`config.mk`:
```
export PLATFORM = sky130hd
export DESIGN_NAME = grant_arbiter_8
export DESIGN_NICKNAME = d
export VERILOG_FILES = /design/src/rtl/grant_arbiter_8.sv
export SDC_FILE = /design/constraint.sdc
export NUM_CORES = 1
export LEC_CHECK = 0
export BUFFER_PORTS_ARGS = -buffer_cell sky130_fd_sc_hd__buf_2
export CORE_MARGIN = 3
export CORE_UTILIZATION = 45
export DETAILED_ROUTE_END_ITERATION = 8
export PLACE_DENSITY = 0.69
export SLEW_MARGIN = 20
export SYNTH_ARGS = -nofsm -noshare
export SYNTH_HDL_FRONTEND = slang
export SYNTH_SLANG_ARGS = --single-unit
```
`constraint.sdc`:
```
create_clock -name clk -period 3.4 [get_ports clk]
set_input_delay 1.02 -clock clk [delete_from_list [all_inputs] [get_ports clk]]
set_output_delay 1.02 -clock clk [all_outputs]
set_load 0.03 [all_outputs]
```
`src/rtl/grant_arbiter_8.sv`:
```
// Eight-way round-robin arbiter with registered grant index/valid decoded to a one-hot bus.
// Optional hold watchdog enabled by defining ARB_TIMEOUT_EN (HOLD_MAX sets the limit).

module decode_3_8 (
    input  logic       en,
    input  logic [2:0] sel,
    output logic [7:0] y
);
    always_comb begin
        y = '0;
        if (en) y[sel] = 1'b1;
    end
endmodule

module grant_arbiter_8 #(
    parameter int HOLD_MAX = 16
) (
    input  logic       clk,
    input  logic       rst_n,
    input  logic [7:0] req,
    input  logic       done,
    output logic       gnt_valid,
    output logic [2:0] gnt_idx,
    output logic [7:0] gnt_onehot,
    output logic       timeout
);
    typedef enum logic [1:0] {IDLE, BUSY, GAP} state_t;

    state_t     state_q, state_d;
    logic [2:0] ptr_q, ptr_d;
    logic [2:0] gnt_idx_q, gnt_idx_d;
    logic       gnt_valid_q, gnt_valid_d;
    logic [2:0] winner;
    logic       release_norm;
    logic       expire;

    // Scan offsets from farthest to nearest so the nearest set request after ptr wins;
    // offset 8 wraps to ptr itself, giving it the lowest priority.
    function automatic logic [2:0] rr_pick(input logic [7:0] r, input logic [2:0] p);
        logic [2:0] w;
        logic [2:0] c;
        w = p;
        for (int i = 8; i >= 1; i--) begin
            c = p + 3'(i);
            if (r[c]) w = c;
        end
        return w;
    endfunction

    assign winner       = rr_pick(req, ptr_q);
    assign release_norm = done || !req[gnt_idx_q];

    always_comb begin
        state_d     = state_q;
        ptr_d       = ptr_q;
        gnt_idx_d   = gnt_idx_q;
        gnt_valid_d = gnt_valid_q;
        case (state_q)
            IDLE, GAP: begin
                if (|req) begin
                    state_d     = BUSY;
                    gnt_valid_d = 1'b1;
                    gnt_idx_d   = winner;
                    ptr_d       = winner;
                end else begin
                    state_d     = IDLE;
                    gnt_valid_d = 1'b0;
                end
            end
            BUSY: begin
                if (release_norm || expire) begin
                    state_d     = GAP;
                    gnt_valid_d = 1'b0;
                end
            end
            default: begin
                state_d     = IDLE;
                gnt_valid_d = 1'b0;
            end
        endcase
    end

    always_ff @(posedge clk or negedge rst_n) begin
        if (!rst_n) begin
            state_q     <= IDLE;
            ptr_q       <= 3'd7;
            gnt_idx_q   <= 3'd0;
            gnt_valid_q <= 1'b0;
        end else begin
            state_q     <= state_d;
            ptr_q       <= ptr_d;
            gnt_idx_q   <= gnt_idx_d;
            gnt_valid_q <= gnt_valid_d;
        end
    end

`ifdef ARB_TIMEOUT_EN
    localparam int CW = $clog2(HOLD_MAX);

    logic [CW-1:0] hold_cnt_q, hold_cnt_d;
    logic          timeout_q, timeout_d;

    // Counter sits at zero outside BUSY, so it is already clear on every BUSY entry.
    assign expire = (state_q == BUSY) && (hold_cnt_q == CW'(HOLD_MAX - 1));

    always_comb begin
        hold_cnt_d = (state_q == BUSY) ? hold_cnt_q + 1'b1 : '0;
        if (state_q == BUSY && (release_norm || expire)) hold_cnt_d = '0;
        timeout_d  = (state_q == BUSY) && expire && !release_norm;
    end

    always_ff @(posedge clk or negedge rst_n) begin
        if (!rst_n) begin
            hold_cnt_q <= '0;
            timeout_q  <= 1'b0;
        end else begin
            hold_cnt_q <= hold_cnt_d;
            timeout_q  <= timeout_d;
        end
    end

    assign timeout = timeout_q;
`else
    logic unused_hold;
    assign unused_hold = (HOLD_MAX < 2);
    assign expire      = 1'b0;
    assign timeout     = 1'b0;
`endif

    assign gnt_valid = gnt_valid_q;
    assign gnt_idx   = gnt_idx_q;

    decode_3_8 u_dec (
        .en  (gnt_valid_q),
        .sel (gnt_idx_q),
        .y   (gnt_onehot)
    );
endmodule

```
==> results.py <==
metrics = {
    "setup_path": {
        "path_cells": "inv_1 > ha_1 > mux4_2 > mux2_4 > a311o_1 > a311oi_1 > a31oi_1 > o21a_1",
        "cp-start-kind": "flop",
        "max_stage_delay_ps": 600,
        "ff2ff_path_depth": 8,
        "cp.arrival_ps": 3170,
        "cpMaxStageDelayCell": "mux4_2",
        "cp.required_ps": 3540,
        "critical_path_class": "flop to flop",
        "ff2ff_setup_slack_ps": 370,
        "cp-end-kind": "flop",
        "r2r_end": "gnt_idx[1]$_DFFE_PN0P_",
        "crit_fanout": 8,
        "crit_buf_inv": 1,
        "timing.rr.start": "ptr_q[0]$_DFFE_PN1P_",
        "crit_family": "compound AO/OA/AOI/OAI gates",
    },
    "die": {
        "io_pins": 24,
        "core_um2": 2830,
        "row_count": 19,
        "initial_utilization": 0.484,
        "dieArea_um2": 3740,
        "dieWidth_um": 61.2,
        "die_h_um": 61.2,
    },
    "global_route": {
        "grt_pass1_wl_mm": 5.82,
        "grt_overflow": 0,
        "grt_max_degree": 25,
        "grt_use_total": 0.204,
        "grt_pass1_vias": 1246,
        "antenna_found_initial": 0,
    },
    "cts": {
        "cts_buffer_depth": 2,
        "clk_latency_ps": 260,
        "postCtsSetupBuffers": 0,
        "cts_tree": "done",
        "cts.sinks": 8,
        "cts_htree_levels": 1,
        "cts_resized": 0,
        "cts-root-buf": "clkbuf_4",
        "path_clk_slew_ps": 60,
        "postCtsHoldBufs": 0,
        "cts_inserted_buffers": 3,
    },
    "synthesis": {
        "syn_inst": 149,
        "yosys.area.top_type": "mux2i_1",
        "synth_top_area_frac": 0.102,
        "synthTopCellsByArea": "mux2i_1, mux4_2, dfrtp_1",
        "synth_edf_count": 0,
        "ys.flop_type": "dfrtp_1",
        "synth-seq-cells": 8,
        "yosysSeqAreaShare": 0.149,
        "syn_area_um2": 1370,
        "synthesis.nets": 162,
        "post_synth_num_cell_types": 50,
        "avgSynthCellArea_um2": 9.20,
        "ys.warnings.count": 0,
        "async_reset_ff_frac": 1.00,
    },
    "sta": {
        "min_period_over_period": 0.890,
        "finalCriticalPeriod_ps": 3030,
        "fin_worst_skew_ps": 10.8,
        "finalHoldViolations": 0,
        "fin_setup_tns_ps": 0,
        "worst_pin_slew_ps": 475,
        "relSlewSlack": 0.675,
        "drv_slew": 0,
        "setup_viol": 0,
        "rsz0062_at_grt": "no",
        "fmaxAchievable_ghz": 0.330,
    },
    "status": {
        "status": "finished clean",
    },
    "routing": {
        "route.vias.total": 1297,
        "first_pass_iters": 4,
        "routed_wl_mm": 3.46,
        "drc": 0,
        "final_antenna_net_count": 0,
        "routedWlPerCell_um": 17.6,
        "detail_route.iter0.violations": 89,
        "post_drt_via_cell_ratio": 6.62,
    },
    "finish": {
        "syn_to_final_growth_pct": 8.58,
        "antennaDiodeCount": 0,
        "final_cell_mix": "buf_2, mux2i_1, nor2_1, mux2_2, nand2_1",
        "layout-drive-gt1-share": 0.315,
        "nets": 179,
        "mostFrequentLayoutCell": "buf_2",
    },
    "worst_hold_path": {
        "min_path_type": "flop to flop",
        "min_to": "state_q[1]$_DFFE_PN0P_",
        "min_from": "state_q[1]$_DFFE_PN0P_",
        "hold_depth": 2,
    },
    "placed_design": {
        "gp_congestion": 0.948,
        "dp_hpwl_mm": 2.60,
        "io_buffer_count": 22,
    },
    "job": {
        "maxCapViolCount": 0,
    },
}
==> state kept, by name, indices dropped and copies added (netlist names) <==
register,cells
state_q,1
gnt_valid,1
ptr_q,3
gnt_idx,3
==> routing by layer <==
metal | up-vias | share of wire | global-route usage
met3 | 2 | 0.056 | 0.0210
met1 | 629 | 0.45 | 0.277
li1 | 620 | - | -
met2 | 46 | 0.49 | 0.343
met5 | - | 0 | 0
met4 | 0 | 0.0049 | 0.0588
==> layout make-up <==
cell class,instances,area [um^2]
Timing Repair Buffer,25,133
Multi-Input combinational cell,123,1070
Sequential cell,8,204
Clock buffer,4,26.3
Inverter,5,18.8
Fill cell,259,1340
Tap cell,31,38.8
==> logic make-up (layout without fill, tap and decap cells) <==
kind of cell	Yosys count	after routing	synth area share
compound gates	42	42	0.237
xor+xnor	3	3	0.0192
fa+ha+maj	2	2	0.0183
buf+inv	18	34	0.0721
flops	8	8	0.149
mux	34	34	0.356
other cells	1	1	0.00274
simple gates	41	41	0.146
==> synth_stat cells (3+ instances only) <==
cell       n
a21o_1     5
a21oi_1    4
a22oi_1    5
a31oi_1    4
buf_2      4
buf_6      3
clkbuf_1   5
dfrtp_1    5
dfstp_2    3
inv_1      5
mux2_2     8
mux2i_1   14
mux4_1     3
mux4_2     6
nand2_1    7
nand2b_1   4
nand3_1    3
nor2_1    11
nor3_1     6
o21ai_0    3
==> worst register-to-register path, stage by stage (launching register included) <==
cell      delay, ps
dfstp_2         520
inv_1            70
ha_1            490
mux4_2          610
mux2_4          310
a311o_1         320
a311oi_1        290
a31oi_1         170
o21a_1          130
==> stage by stage <==
| stage | worst slack (ps) | instances | utilization | hold slack (ps) | instance area, um^2 |
|---|---|---|---|---|---|
| CTS | 394 | 196 | 0.526 | 524 | 1490 |
| finish | 374 | 196 | 0.526 | 525 | 1490 |
| detailed placement | 359 | 192 | 0.517 | 517 | 1460 |
| global placement | 380 | 192 | 0.517 | 502 | 1460 |
| floorplan | 138 | 149 | - | 482 | 1370 |
| global route | 230 | 196 | 0.526 | 541 | 1490 |
==> worst max path at each step <==
stage | from | endpoint | slack (ps) | cells past startpoint
2_1_floorplan | ptr_q[0]$_DFFE_PN1P_ | ptr_q[1]$_DFFE_PN1P_ | 140 | 12
3_3_place_gp | req[4] | gnt_idx[1]$_DFFE_PN0P_ | 380 | 7
3_5_place_dp | req[4] | gnt_idx[1]$_DFFE_PN0P_ | 360 | 7
4_1_cts | ptr_q[0]$_DFFE_PN1P_ | gnt_idx[1]$_DFFE_PN0P_ | 390 | 8
5_1_grt | ptr_q[0]$_DFFE_PN1P_ | gnt_idx[1]$_DFFE_PN0P_ | 230 | 8
6_report | ptr_q[0]$_DFFE_PN1P_ | gnt_idx[1]$_DFFE_PN0P_ | 370 | 8
Power is not shown: default switching activity piles up to over one toggle a cycle in this logic, so the estimate is an artifact.
